===== src/rtl/factorial_ctrl_pkg.sv =====
// Shared constants for the factorial sequencer: multiplier register map,
// FSM state encodings and the largest n whose factorial fits in 64 bits.
package factorial_pkg;

  localparam logic [7:0] MUL_OPA_LO  = 8'h00;
  localparam logic [7:0] MUL_OPA_HI  = 8'h01;
  localparam logic [7:0] MUL_OPB_LO  = 8'h02;
  localparam logic [7:0] MUL_OPB_HI  = 8'h03;
  localparam logic [7:0] MUL_PROD0   = 8'h04;
  localparam logic [7:0] MUL_PROD1   = 8'h05;
  localparam logic [7:0] MUL_PROD2   = 8'h06;
  localparam logic [7:0] MUL_PROD3   = 8'h07;
  localparam logic [7:0] MUL_IEN     = 8'h08;
  localparam logic [7:0] MUL_OPSTART = 8'h0a;
  localparam logic [7:0] MUL_OPCLEAR = 8'h0b;

  localparam int MAX_N_NO_OVF = 20;

  typedef logic [3:0] fact_state_t;

  localparam fact_state_t S_IDLE  = 4'd0;
  localparam fact_state_t S_IEN   = 4'd1;
  localparam fact_state_t S_LA0   = 4'd2;
  localparam fact_state_t S_LA1   = 4'd3;
  localparam fact_state_t S_LB0   = 4'd4;
  localparam fact_state_t S_LB1   = 4'd5;
  localparam fact_state_t S_GO    = 4'd6;
  localparam fact_state_t S_WAIT  = 4'd7;
  localparam fact_state_t S_RD0   = 4'd8;
  localparam fact_state_t S_RD1   = 4'd9;
  localparam fact_state_t S_RD2   = 4'd10;
  localparam fact_state_t S_RD3   = 4'd11;
  localparam fact_state_t S_CLR   = 4'd12;
  localparam fact_state_t S_CHECK = 4'd13;
  localparam fact_state_t S_DONE  = 4'd14;

endpackage


===== src/rtl/factorial_ctrl_if.sv =====
// Bus between the factorial sequencer (master) and the multiplier slave.
interface factorial_ctrl_if;
  logic        M_sel;
  logic        M_wr;
  logic [7:0]  M_address;
  logic [31:0] M_dout;
  logic [31:0] M_din;
  logic        m_interrupt;

  modport master (output M_sel, M_wr, M_address, M_dout, input M_din, m_interrupt);
  modport slave  (input M_sel, M_wr, M_address, M_dout, output M_din, m_interrupt);
endinterface


===== src/rtl/factorial_ctrl_mul_bus_if.sv =====
// Registered single-transfer bus driver: a request presented this cycle
// appears on the multiplier bus for exactly one cycle after the next edge.
module mul_bus_if (
  input  logic        clk,
  input  logic        reset,
  input  logic        req,
  input  logic        wr,
  input  logic [7:0]  addr,
  input  logic [31:0] wdata,
  output logic [31:0] rdata,
  factorial_ctrl_if.master bus
);

  logic        sel_q;
  logic        wr_q;
  logic [7:0]  addr_q;
  logic [31:0] dout_q;

  // Idle bus cycles drive zeros so the slave never sees stale address/data
  always_ff @(posedge clk or posedge reset) begin
    if (reset) begin
      sel_q  <= 1'b0;
      wr_q   <= 1'b0;
      addr_q <= 8'h00;
      dout_q <= 32'h0;
    end else begin
      sel_q  <= req;
      wr_q   <= req && wr;
      addr_q <= req ? addr : 8'h00;
      dout_q <= (req && wr) ? wdata : 32'h0;
    end
  end

  assign bus.M_sel     = sel_q;
  assign bus.M_wr      = wr_q;
  assign bus.M_address = addr_q;
  assign bus.M_dout    = dout_q;
  assign rdata         = bus.M_din;

endmodule


===== src/rtl/factorial_ctrl.sv =====
// Computes n! by sequencing the multiplier slave over its register bus.
// Optional macro FACT_TIMEOUT_EN bounds the wait for the multiplier interrupt.
module factorial_ctrl
  import factorial_pkg::*;
#(
  parameter int ACC_W   = 64,
  parameter int N_W     = 6,
  parameter int TIMEOUT = 1024
) (
  input  logic             clk,
  input  logic             reset,
  input  logic             start,
  input  logic [N_W-1:0]   n,
  output logic             busy,
  output logic             done,
  output logic [ACC_W-1:0] result,
  output logic             ovf,
  output logic             err,
  factorial_ctrl_if.master bus
);

  localparam int I_W = N_W + 1;

  if (TIMEOUT < 2) begin : g_bad_timeout
    $error("factorial_ctrl: TIMEOUT must be at least 2");
  end

  fact_state_t      state, state_nx;
  logic [ACC_W-1:0] acc, acc_nx;
  logic [I_W-1:0]   i;
  logic [N_W-1:0]   n_q;
  logic [127:0]     p;
  logic             accept, p_ovf, last;
  logic             bus_req, bus_wr;
  logic [7:0]       bus_addr;
  logic [31:0]      bus_wdata, bus_rdata;

`ifdef FACT_TIMEOUT_EN
  localparam int CNT_W = $clog2(TIMEOUT + 1);
  logic [CNT_W-1:0] wait_cnt;
  logic             timed_out;
  logic             wait_expired;
  assign wait_expired = (wait_cnt == CNT_W'(TIMEOUT - 1));
`endif

  // A start landing on the done cycle is dropped so the result is seen first
  assign accept = (state == S_IDLE) && start && !done;
  assign p_ovf  = |p[127:ACC_W];
  assign last   = (i == {1'b0, n_q});

  always_comb begin
    state_nx  = state;
    acc_nx    = acc;
    bus_req   = 1'b0;
    bus_wr    = 1'b0;
    bus_addr  = 8'h00;
    bus_wdata = 32'h0;
    case (state)
      S_IDLE:  if (accept) begin
                 acc_nx   = ACC_W'(1);
                 state_nx = (n <= N_W'(1)) ? S_DONE : S_IEN;
               end
      S_IEN:   state_nx = S_LA0;
      S_LA0:   state_nx = S_LA1;
      S_LA1:   state_nx = S_LB0;
      S_LB0:   state_nx = S_LB1;
      S_LB1:   state_nx = S_GO;
      S_GO:    state_nx = S_WAIT;
      S_WAIT:  begin
                 if (bus.m_interrupt) state_nx = S_RD0;
`ifdef FACT_TIMEOUT_EN
                 else if (wait_expired) state_nx = S_CLR;
`endif
               end
      S_RD0:   state_nx = S_RD1;
      S_RD1:   state_nx = S_RD2;
      S_RD2:   state_nx = S_RD3;
      S_RD3:   state_nx = S_CLR;
      S_CLR:   begin
`ifdef FACT_TIMEOUT_EN
                 state_nx = timed_out ? S_DONE : S_CHECK;
`else
                 state_nx = S_CHECK;
`endif
               end
      S_CHECK: if (p_ovf) state_nx = S_DONE;
               else begin
                 acc_nx   = p[ACC_W-1:0];
                 state_nx = last ? S_DONE : S_LA0;
               end
      S_DONE:  state_nx = S_IDLE;
      default: state_nx = S_IDLE;
    endcase

    // Bus is registered, so the transfer is requested for the state being entered
    case (state_nx)
      S_IEN:  begin bus_req = 1'b1; bus_wr = 1'b1; bus_addr = MUL_IEN;     bus_wdata = 32'h1; end
      S_LA0:  begin bus_req = 1'b1; bus_wr = 1'b1; bus_addr = MUL_OPA_LO;  bus_wdata = acc_nx[31:0]; end
      S_LA1:  begin bus_req = 1'b1; bus_wr = 1'b1; bus_addr = MUL_OPA_HI;  bus_wdata = 32'(acc >> 32); end
      S_LB0:  begin bus_req = 1'b1; bus_wr = 1'b1; bus_addr = MUL_OPB_LO;  bus_wdata = 32'(i); end
      S_LB1:  begin bus_req = 1'b1; bus_wr = 1'b1; bus_addr = MUL_OPB_HI;  bus_wdata = 32'h0; end
      S_GO:   begin bus_req = 1'b1; bus_wr = 1'b1; bus_addr = MUL_OPSTART; bus_wdata = 32'h1; end
      S_RD0:  begin bus_req = 1'b1; bus_addr = MUL_PROD0; end
      S_RD1:  begin bus_req = 1'b1; bus_addr = MUL_PROD1; end
      S_RD2:  begin bus_req = 1'b1; bus_addr = MUL_PROD2; end
      S_RD3:  begin bus_req = 1'b1; bus_addr = MUL_PROD3; end
      S_CLR:  begin bus_req = 1'b1; bus_wr = 1'b1; bus_addr = MUL_OPCLEAR; bus_wdata = 32'h1; end
      default: ;
    endcase
  end

  always_ff @(posedge clk or posedge reset) begin
    if (reset) begin
      state  <= S_IDLE;
      acc    <= ACC_W'(1);
      i      <= '0;
      n_q    <= '0;
      p      <= '0;
      busy   <= 1'b0;
      done   <= 1'b0;
      result <= '0;
      ovf    <= 1'b0;
    end else begin
      state <= state_nx;
      acc   <= acc_nx;
      done  <= 1'b0;
      if (accept) begin
        n_q  <= n;
        i    <= I_W'(2);
        busy <= 1'b1;
        ovf  <= 1'b0;
      end
      // Read data is valid while the read address sits on the bus
      case (state)
        S_RD0: p[31:0]   <= bus_rdata;
        S_RD1: p[63:32]  <= bus_rdata;
        S_RD2: p[95:64]  <= bus_rdata;
        S_RD3: p[127:96] <= bus_rdata;
        default: ;
      endcase
      if (state == S_CHECK) begin
        if (p_ovf)     ovf <= 1'b1;
        else if (!last) i  <= i + I_W'(1);
      end
      if (state == S_DONE) begin
        result <= acc;
        done   <= 1'b1;
        busy   <= 1'b0;
      end
    end
  end

`ifdef FACT_TIMEOUT_EN
  // wait_cnt counts cycles since the opstart write
  always_ff @(posedge clk or posedge reset) begin
    if (reset) begin
      wait_cnt  <= '0;
      timed_out <= 1'b0;
      err       <= 1'b0;
    end else begin
      if (accept) begin
        timed_out <= 1'b0;
        err       <= 1'b0;
      end
      if (state == S_GO) wait_cnt <= CNT_W'(1);
      else if (state == S_WAIT) wait_cnt <= wait_cnt + CNT_W'(1);
      if (state == S_WAIT && !bus.m_interrupt && wait_expired) timed_out <= 1'b1;
      if (state == S_CLR && timed_out) err <= 1'b1;
    end
  end
`else
  assign err = 1'b0;
`endif

  mul_bus_if u_bus (
    .clk   (clk),
    .reset (reset),
    .req   (bus_req),
    .wr    (bus_wr),
    .addr  (bus_addr),
    .wdata (bus_wdata),
    .rdata (bus_rdata),
    .bus   (bus)
  );

endmodule


===== src/flat_wrapper.sv =====
// flat-port wrapper written by rule: the top's interface ports become plain ports
module factorial_ctrl_flat import factorial_pkg::*;
#(
  parameter int ACC_W   = 64,
  parameter int N_W     = 6,
  parameter int TIMEOUT = 1024
)
  (clk, reset, start, n, busy, done, result, ovf, err, bus_M_sel, bus_M_wr, bus_M_address, bus_M_dout, bus_M_din, bus_m_interrupt);
  factorial_ctrl_if bus_i ();
  input  logic clk;
  input  logic reset;
  input  logic start;
  input  logic [N_W-1:0] n;
  output logic busy;
  output logic done;
  output logic [ACC_W-1:0] result;
  output logic ovf;
  output logic err;
  output wire logic [$bits(bus_i.M_sel)-1:0] bus_M_sel;
  output wire logic [$bits(bus_i.M_wr)-1:0] bus_M_wr;
  output wire logic [$bits(bus_i.M_address)-1:0] bus_M_address;
  output wire logic [$bits(bus_i.M_dout)-1:0] bus_M_dout;
  input wire logic [$bits(bus_i.M_din)-1:0] bus_M_din;
  input wire logic [$bits(bus_i.m_interrupt)-1:0] bus_m_interrupt;
  assign bus_M_sel = bus_i.M_sel;
  assign bus_M_wr = bus_i.M_wr;
  assign bus_M_address = bus_i.M_address;
  assign bus_M_dout = bus_i.M_dout;
  assign bus_i.M_din = bus_M_din;
  assign bus_i.m_interrupt = bus_m_interrupt;
  factorial_ctrl #(.ACC_W(ACC_W), .N_W(N_W), .TIMEOUT(TIMEOUT)) u_core (.clk(clk), .reset(reset), .start(start), .n(n), .busy(busy), .done(done), .result(result), .ovf(ovf), .err(err), .bus(bus_i));
endmodule

===== config.mk =====
export PLATFORM = sky130hd
export DESIGN_NAME = factorial_ctrl_flat
export DESIGN_NICKNAME = d
export VERILOG_FILES = /design/src/rtl/factorial_ctrl_pkg.sv /design/src/rtl/factorial_ctrl_if.sv /design/src/rtl/factorial_ctrl_mul_bus_if.sv /design/src/rtl/factorial_ctrl.sv /design/src/flat_wrapper.sv
export SDC_FILE = /design/constraint.sdc
export NUM_CORES = 1
export LEC_CHECK = 0
export ABC_CLOCK_PERIOD_IN_PS = 7800
export BUFFER_PORTS_ARGS = -buffer_cell sky130_fd_sc_hd__buf_2
export CAP_MARGIN = 25
export CORE_MARGIN = 5
export CORE_UTILIZATION = 35
export CTS_CLUSTER_SIZE = 24
export DETAILED_ROUTE_END_ITERATION = 7
export PLACE_DENSITY = 0.53
export SYNTH_ARGS = -nofsm -noshare
export SYNTH_HDL_FRONTEND = slang
export SYNTH_HIERARCHICAL = 1
export SYNTH_SLANG_ARGS = --single-unit

===== constraint.sdc =====
create_clock -name clk -period 7.8 [get_ports clk]
set_input_delay 0.39 -clock clk [delete_from_list [all_inputs] [get_ports clk]]
set_output_delay 0.39 -clock clk [all_outputs]
set_load 0.02 [all_outputs]

==> impl.org, run 1 <==
** Place
- At the end of routability-driven placement, the weighted congestion stood at 0.797.
- Worst setup timing slack at the placement stage :: 3.88 ns
- Summed over all nets, the half-perimeter wirelength after detailed placement is 23,100 µm.
- Input and output buffers added on the ports amount to 150.

** Pwr
- Static Leak :: 0.00754 µW
- Net switching power :: 2140 µW
- Power per cell area :: 409 mW/mm²
- Clock share of power :: 27.7%
- The internal power of the cells totals 4090 µW.
- Maximum vdd ir drop :: 0.162 mV
- Combinational power share :: 28.1%
- Switching share of power :: 34.3%
- Per report_power, the sequential group accounts for 44.2% of the total.

** Drt
- The detailed router placed 8,742 vias in this run.
- For this run, the detailed router's first-pass iteration total came to 5.
- In the final routed layout, each cell accounts on average for 19.6 µm.
- Residual DRC :: 0
- Post-route antenna net violation count :: 0
- Dividing the detail-routed via count by the number of cells gives 4.95.
- Total Wirelength :: 34,700 µm
- Number of DRC markers after the initial detailed-route iteration :: 661

** Clock tree
- CTS Root Buffer Type :: clkbuf_16
- Maximum level of the CTS H-tree :: 2
- The clock drives 318 sinks.
- Buffers added to address setup during post-CTS repair amount to 0.
- Later-pin clock latency in the skew report :: 0.51 ns
- TritonCTS built the clock tree.
- Clock tree synthesis inserted a total of 36 buffers.
- Gates resized during post-CTS repair numbered 0.
- Clock buffer depth :: 3
- Clock-pin slew was measured on the worst setup and hold paths at 0.06 ns.

** Floorplan
- Number of core rows :: 70
- Die width :: 203 µm
- Die Height :: 203 µm
- The die covers 0.0410 mm².
- Std-Cell Core Area :: 0.0366 mm²
- Initial cell density of the core :: 35.4%
- Number of placed I/O pins :: 152

** Job
- Max-cap violation count :: 0

** Layout
- Antenna diode count :: 0
- Cells with a size suffix above 1 make up 31.0% of the layout.
- Cells fill 41.6% of the core in the end.
- Area growth syn-to-layout :: 17.4%
- At the end of the flow, the number of nets in the layout was 1,313.

** STA
- Clock skew on the completed layout was measured at 0.0175 ns.
- The final-report max-slew violation count came to 0.
- Measured against its own limit, the worst slew margin works out to 39.4%.
- Setup violations remaining at the end of the flow were counted as 0.
- At the pin with the least slew margin, the transition time is 0.910 ns.
- Sum Neg Setup Slack :: 0 ns
- Setup slack closes at 4.26 ns.
- Hold Violations, Final :: 0
- Tmin final :: 3.54 ns
- Setup repair after global routing left no endpoint under its margin.
- Top achievable clock speed :: 0.282 GHz
- Final Cycle Share :: 45.4%

** Synthesis
- For this run, asynchronously set or reset flops after synthesis account for 100%.
- The synthesized design devotes to its leading area cell type 61.1% of total area.
- Sequential elements use 61.3% of the synthesized area.
- Distinct cell type count after synthesis :: 49
- During synthesis, Yosys emitted a total of 6 warnings.
- Most common flop cell mapped by yosys :: dfrtp_1
- Dominant cells by area after synthesis :: dfrtp_1 61%, mux2_2 11%, nand2_1 9.2%, nand3_1 2.8%, a22o_1 2.0%
- After synthesis, the mean cell area works out to 11.2 µm².
- Library cell occupying the most area in the post-synthesis netlist :: dfrtp_1
- Number of enable-type register cells in the synthesized netlist :: 0
- Synthesis inferred 318 register bits.
- The mapped netlist covers 0.0130 mm².
- Mapped Cells :: 1,163

** Hold path
- Hold WC Path Type :: in2reg

** Setup path
- Path type of the worst setup path :: reg2reg
- Crit start category :: flip-flop
- Critical path peak fanout :: 52
- CP bufs+invs :: 2
- Among cell families on the critical path, the largest total delay comes from simple AND/OR/NAND/NOR gates.
- Data on the critical path arrives at its endpoint at 3.94 ns.
- Crit-path max cell delay :: 0.53 ns
- Most prevalent standard cell on the critical path :: buf_4
- Traced cell by cell, the critical path runs through nor4_1 -> nand4_1 -> nor4_4 -> buf_4 -> and2_2 -> buf_4 -> o21ai_0 -> a22o_1 -> and3_2.
- The worst setup path is captured at a flip-flop.
- Data on the critical path is required at its endpoint by 8.20 ns.
- Among all stages on the critical path, the largest delay is contributed by buf_4.

** GRT
- The first global-routing pass estimated 55,100 µm of wire.
- Global routing finished with a remaining overflow of 0.
- The number of antenna violations at the first check in global routing was 1.
- GRT Util Overall :: 16.9%
- Entering global routing, the biggest net connects 176 pins.
- The via count of the first global-routing pass came to 8,910.

** Status
- The flow ran to the end, and the final reports show no timing, DRC or antenna violations.
-- per-layer routing --
layer | share of wire, % | vias to the layer above | global-route usage (%)
met3 | 4.9 | 41 | 2.94
li1 | - | 4126 | -
met4 | 1.4 | 0 | 3.42
met5 | 0 | - | 0
met1 | 51 | 4361 | 26.7
met2 | 43 | 214 | 24.4
-- cells by family (layout without fill, tap and decap cells) --
| logic type | Yosys count | count (layout) | synth area share, % |
|---|---|---|---|
| AO/OA/AOI/OAI | 95 | 95 | 5.04 |
| XOR/XNOR | 7 | 7 | 0.472 |
| adder cells (fa/ha/maj) | 2 | 2 | 0.174 |
| buffers and inverters | 111 | 242 | 4.33 |
| flip-flops | 318 | 318 | 61.3 |
| multiplexers | 129 | 129 | 11.2 |
| other | 1 | 5 | 0.0289 |
| AND/OR/NAND/NOR | 500 | 500 | 17.4 |
-- synth_stat cells, types with 3 or more instances --
library cell  number
nor2b_1            3
clkbuf_2           4
a21oi_1            4
buf_4             33
nand3_1           73
o21ai_0           36
buf_2             13
xnor2_1            3
clkbuf_1          48
mux2_2           128
a22o_1            30
nor2_1            17
nor4_1            17
and2_1            11
buf_1              7
inv_1              6
nand2b_1           4
or2_2              3
xor2_1             4
and3_1             5
and3_2            31
dfrtp_1          317
nand2_1          317
nand4_1            7
or3_1              4
a21o_1             8
o21ai_1            3
-- worst reg2reg max path, cell delays in order, from the launching register on --
cell	delay [ns]
dfrtp_1	0.37
nor4_1	0.40
nand4_1	0.24
nor4_4	0.31
buf_4	0.43
and2_2	0.43
buf_4	0.53
o21ai_0	0.28
a22o_1	0.25
and3_2	0.20
-- sequential cells by signal (all words and copies together) (netlist names) --
register and flops:
u_core/acc 64, u_core/busy 1, u_core/done 1, u_core/i 7, u_core/n_q 6, u_core/ovf 1
u_core/p 128, u_core/result 64, u_core/state 4, u_core/u_bus/bus.M_address 8, u_core/u_bus/bus.M_dout 32, u_core/u_bus/bus.M_sel 1
u_core/u_bus/bus.M_wr 1
-- cell type report --
class | instances | area [µm²]
well taps | 468 | 586
flip-flops and latches | 318 | 7960
inverters | 6 | 26.3
clock inverters | 15 | 183
clock buffers | 51 | 1040
repair buffers | 170 | 932
fillers | 3567 | 21400
multi-input cells | 738 | 4510
-- cells in the final DEF, fill, tap and decap left out, types with 5 or more instances in the layout --
| cell type | Yosys | layout |
|---|---|---|
| a21o_1 | 8 | 8 |
| a22o_1 | 30 | 30 |
| and2_1 | 11 | 10 |
| and3_1 | 5 | 5 |
| and3_2 | 31 | 31 |
| buf_2 | 13 | 150 |
| buf_4 | 33 | 16 |
| clkbuf_1 | 48 | 8 |
| clkbuf_16 | 0 | 37 |
| clkbuf_8 | 0 | 6 |
| clkinv_2 | 0 | 9 |
| conb_1 | 1 | 5 |
| dfrtp_1 | 317 | 317 |
| mux2_2 | 128 | 128 |
| nand2_1 | 317 | 317 |
| nand3_1 | 73 | 72 |
| nand4_1 | 7 | 7 |
| nor2_1 | 17 | 13 |
| nor4_1 | 17 | 17 |
| o21ai_0 | 36 | 36 |
-- final timing paths --
check                                              end  slack [ns]    startpoint  depth (start not counted)
max in group asynchronous                 u_core/p[71]        5.75         reset                          5
min in group asynchronous  u_core/u_bus/bus.M_dout[27]        0.39         reset                          3
setup reg to reg           u_core/u_bus/bus.M_dout[15]        4.26  u_core/p[65]                          9
hold / removal                           u_core/n_q[5]        0.08          n[5]                          3
setup / recovery           u_core/u_bus/bus.M_dout[15]        4.26  u_core/p[65]                          9
hold reg to reg                         u_core/acc[36]        0.46  u_core/p[36]                          2
-- power groups by stage --
stage	clock [µW]	sequential, µW	combinational [µW]
after floorplan	0	2870	1040
after global placement	0	2760	1730
after detailed placement	0	2780	1760
after CTS	1770	2750	1760
after global routing	1840	2840	1940
final	1730	2750	1750
-- through the flow --
step	cell area, µm²	instances	total power (µW)	hold WS [ns]
finish	15200	1766	6230	0.0780
global route	15200	1766	6620	0.0761
CTS	15200	1763	6290	0.0637
detailed placement	14000	1697	4540	0.451
global placement	14000	1697	4490	0.445
floorplan	13000	1167	3910	0.430
-- what timing repair did --
action,CTS,global route
endpoints found under the setup margin,0,0
hold endpoints to repair,0,10
hold buffers,0,1
(Power assumes the default switching activity.)
==> run 2: changes to the inputs <==
--- a/config.mk
+++ b/config.mk
@@ -5,14 +5,14 @@
 export SDC_FILE = /design/constraint.sdc
 export NUM_CORES = 1
 export LEC_CHECK = 0
-export ABC_CLOCK_PERIOD_IN_PS = 7800
+export ABC_CLOCK_PERIOD_IN_PS = 3400
 export BUFFER_PORTS_ARGS = -buffer_cell sky130_fd_sc_hd__buf_2
 export CAP_MARGIN = 25
 export CORE_MARGIN = 5
 export CORE_UTILIZATION = 35
 export CTS_CLUSTER_SIZE = 24
 export DETAILED_ROUTE_END_ITERATION = 7
-export PLACE_DENSITY = 0.53
+export PLACE_DENSITY = 0.51
 export SYNTH_ARGS = -nofsm -noshare
 export SYNTH_HDL_FRONTEND = slang
 export SYNTH_HIERARCHICAL = 1
==> constraint.sdc (replaced) <==
create_clock -name clk -period 3.4 [get_ports clk]
set_input_delay 0.17 -clock clk [delete_from_list [all_inputs] [get_ports clk]]
set_output_delay 0.17 -clock clk [all_outputs]
set_load 0.02 [all_outputs]
==> impl.org, run 2 (synthesized netlist as in run 1, its figures left out) <==
** Status
- Result of the run: finished, final reports clean (unchanged).

** Setup path
- The largest stage delay on the critical path came to 0.64 ns (was 0.53 ns).
- The critical path's slowest cell is nor4_4 (was buf_4).
- Setup crit end kind :: flip-flop (unchanged)
- The worst path arrival time came to 3.48 ns (was 3.94 ns).
- The biggest fanout along the worst timing path was 33 (was 52).
- The nature of the critical path startpoint is a flip-flop (unchanged).
- The buffering stage count on the worst path with inverters included was 1 (was 2).
- Chain of cells forming the critical path: nor4_1 -> nand4_1 -> nor4_4 -> a32oi_1 -> a311o_1 -> nand3_1 -> buf_4 -> and3_2 (was nor4_1 -> nand4_1 -> nor4_4 -> buf_4 -> and2_2 -> buf_4 -> o21ai_0 -> a22o_1 -> and3_2).
- The cell family with the largest share of critical-path delay is simple AND/OR/NAND/NOR gates (unchanged).
- Required time worst endpoint :: 3.84 ns (was 8.20 ns)
- Path type of the worst setup path :: reg2reg (unchanged)

** Layout
- The post-layout net count was 1,351 (was 1,313).
- Biggest registers after layout :: u_core/p: 128 flops, u_core/acc: 64 flops, u_core/result: 64 flops (unchanged)
- Post-route cell area :: 0.0156 mm² (was 0.0152 mm²)
- Post-layout instance count excluding filler cells :: 1,801 (was 1,766)
- Most frequent cells in the layout :: 317 x nand2_1, 317 x dfrtp_1, 150 x buf_2 (unchanged)
- Number of flip-flops under the largest register name :: 128 (unchanged)
- The share of cells above drive strength 1 is 30.8% (was 31.0%).
- The largest register by flop count is u_core/p (unchanged).
- Area growth syn-to-layout :: 20.4% (was 17.4%)

** Floorplan
- The initial standard-cell utilization of the core came to 35.4% (unchanged).
- The y dimension of the die is 203 µm (unchanged).
- Number of core rows :: 70 (unchanged)
- The width of the die is 203 µm (unchanged).
- The area of the core region is 0.0366 mm² (unchanged).
- Area of the die :: 0.0410 mm² (unchanged)
- Number of placed I/O pins :: 152 (unchanged)

** STA
- Hold Worst Slack :: 0.0129 ns (was 0.0780 ns)
- The setup skew after layout is 0.0116 ns (was 0.0175 ns).
- Top achievable clock speed :: 0.329 GHz (was 0.282 GHz)
- RSZ-0062 raised after global routing :: no (unchanged)
- The final count of negative-setup-slack endpoints was 0 (unchanged).
- Slew at the pin closest to its max-slew limit :: 0.920 ns (was 0.910 ns)
- The normalized max-slew margin is 38.7% (was 39.4%).
- The aggregate negative setup slack is 0 ns (unchanged).
- Final slew viol count :: 0 (unchanged)
- The count of final hold-check violations is 0 (unchanged).
- The minimum clock period was 3.04 ns (was 3.54 ns).
- Final Cycle Share :: 89.3% (was 45.4%)

** Clock tree
- Maximum level of the CTS H-tree :: 2 (unchanged)
- The post-CTS setup repair buffer count was 0 (unchanged).
- The clock latency at the later pin of the worst-skew pair is 0.51 ns (about the same).
- The buffer cell driving the clock tree root is clkbuf_16 (unchanged).
- The register clock-pin slew on the reported worst setup and hold paths was 0.06 ns (about the same).
- The CTS buffer count came to 36 (unchanged).
- The number of sinks on the clock net was 318 (unchanged).
- The maximum buffer depth of the clock tree is 3 (unchanged).
- The number of instances resized during post-cts repair is 0 (unchanged).
- The TritonCTS clock tree was built (unchanged).

** GRT
- GRT Util Overall :: 17.1% (was 16.9%)
- First-pass GRT wire length :: 55,600 µm (was 55,100 µm)
- Antenna violations before repair :: 0 (was 1)
- The global routing met3 resource utilization came to 2.46% (was 2.94%).
- The layer with the highest usage was met1 (unchanged).
- Via count of the first global-routing pass :: 8,945 (was 8,910)
- The aggregate global routing overflow was 0 (unchanged).
- Largest net degree at the start of global routing :: 102 (was 176)
- GR Util met1 :: 28.0% (was 26.7%)
- Routing usage on met2 :: 23.7% (was 24.4%)

** Pwr
- Final Power :: 14,400 µW (was 6230 µW)
- The leakage power summed over all cells was 0.00770 µW (was 0.00754 µW).
- The worst-case vdd ir drop came to 0.441 mV (was 0.162 mV).
- Power per cell area :: 919 mW/mm² (was 409 mW/mm²)

** Hold path
- Hold WC Path Type :: in2reg (unchanged)

** Place
- Dpl cell area :: 0.0141 mm² (was 0.0140 mm²)
- The total instance count after detailed placement is 1,707 (was 1,697).
- Weighted congestion at the end of routability-driven global placement :: 0.824 (was 0.797)
- The sum of net half-perimeters after detailed placement is 24,100 µm (was 23,100 µm).
- Input/output buffers :: 150 (unchanged)

** Drt
- Average detailed-routed wire length per instance :: 19.7 µm (was 19.6 µm)
- Residual DRC :: 0 (unchanged)
- Post-route antenna net violation count :: 0 (unchanged)
- The number of DRC violations after detailed-routing iteration 0 came to 541 (was 661).
- Number of optimization iterations in the first detailed-route pass :: 6 (was 5)
- Total Wirelength :: 35,400 µm (was 34,700 µm)
- Vias per inst :: 4.92 (was 4.95)
- The via count of the routed design came to 8,868 (was 8,742).

** Job
- Max-cap violation count :: 0 (unchanged)
## run 2: worst paths after layout
path,slack (ns),depth (start not counted),to,from
max in group asynchronous,2.02,4,u_core/p[67],reset
hold reg to reg,0.46,2,u_core/acc[54],u_core/p[54]
setup / recovery,0.36,8,u_core/u_bus/bus.M_dout[13],u_core/p[65]
setup reg to reg,0.36,8,u_core/u_bus/bus.M_dout[13],u_core/p[65]
hold / removal,0.01,2,u_core/p[100],bus_M_din[4]
min in group asynchronous,0.22,3,u_core/u_bus/bus.M_dout[16],reset
## run 2: repair_timing
action | CTS | global route
hold endpoints to repair | 162 | 0
endpoints found under the setup margin | 0 | 0
hold buffers | 30 | 0
## run 2: layout make-up
class                           instances  area (µm²)
Timing Repair Buffer                  208        1340
Sequential cell                       318        7960
Tap cell                              468         586
Antenna cell                            1        2.50
Clock buffer                           53        1100
Fill cell                            3579       21000
Clock inverter                          9         103
Inverter                                6        26.3
Multi-Input combinational cell        738        4510
## run 2: where the power goes
part           leakage (µW)  total [µW]  switching, µW  internal [µW]
Clock              0.000585        3880           1510           2380
Sequential          0.00402        6300            998           5300
Combinational       0.00310        4170           2430           1740
Total               0.00770       14400           4930           9420
## run 2: per-layer routing
| metal | vias up | part of all wire (%) |
|---|---|---|
| met5 | - | 0 |
| met4 | 0 | 2.0 |
| met3 | 46 | 4.1 |
| met2 | 184 | 42 |
| met1 | 4436 | 52 |
| li1 | 4202 | - |
## run 2: metrics by stage
stage          worst slack, ns  utilization [%]
3_5_place_dp             0.282             38.5
3_3_place_gp             0.371             38.5
6_report                 0.365             42.7
4_1_cts                  0.267             42.6
2_1_floorplan           -0.421                -
5_1_grt                 0.0540             42.7
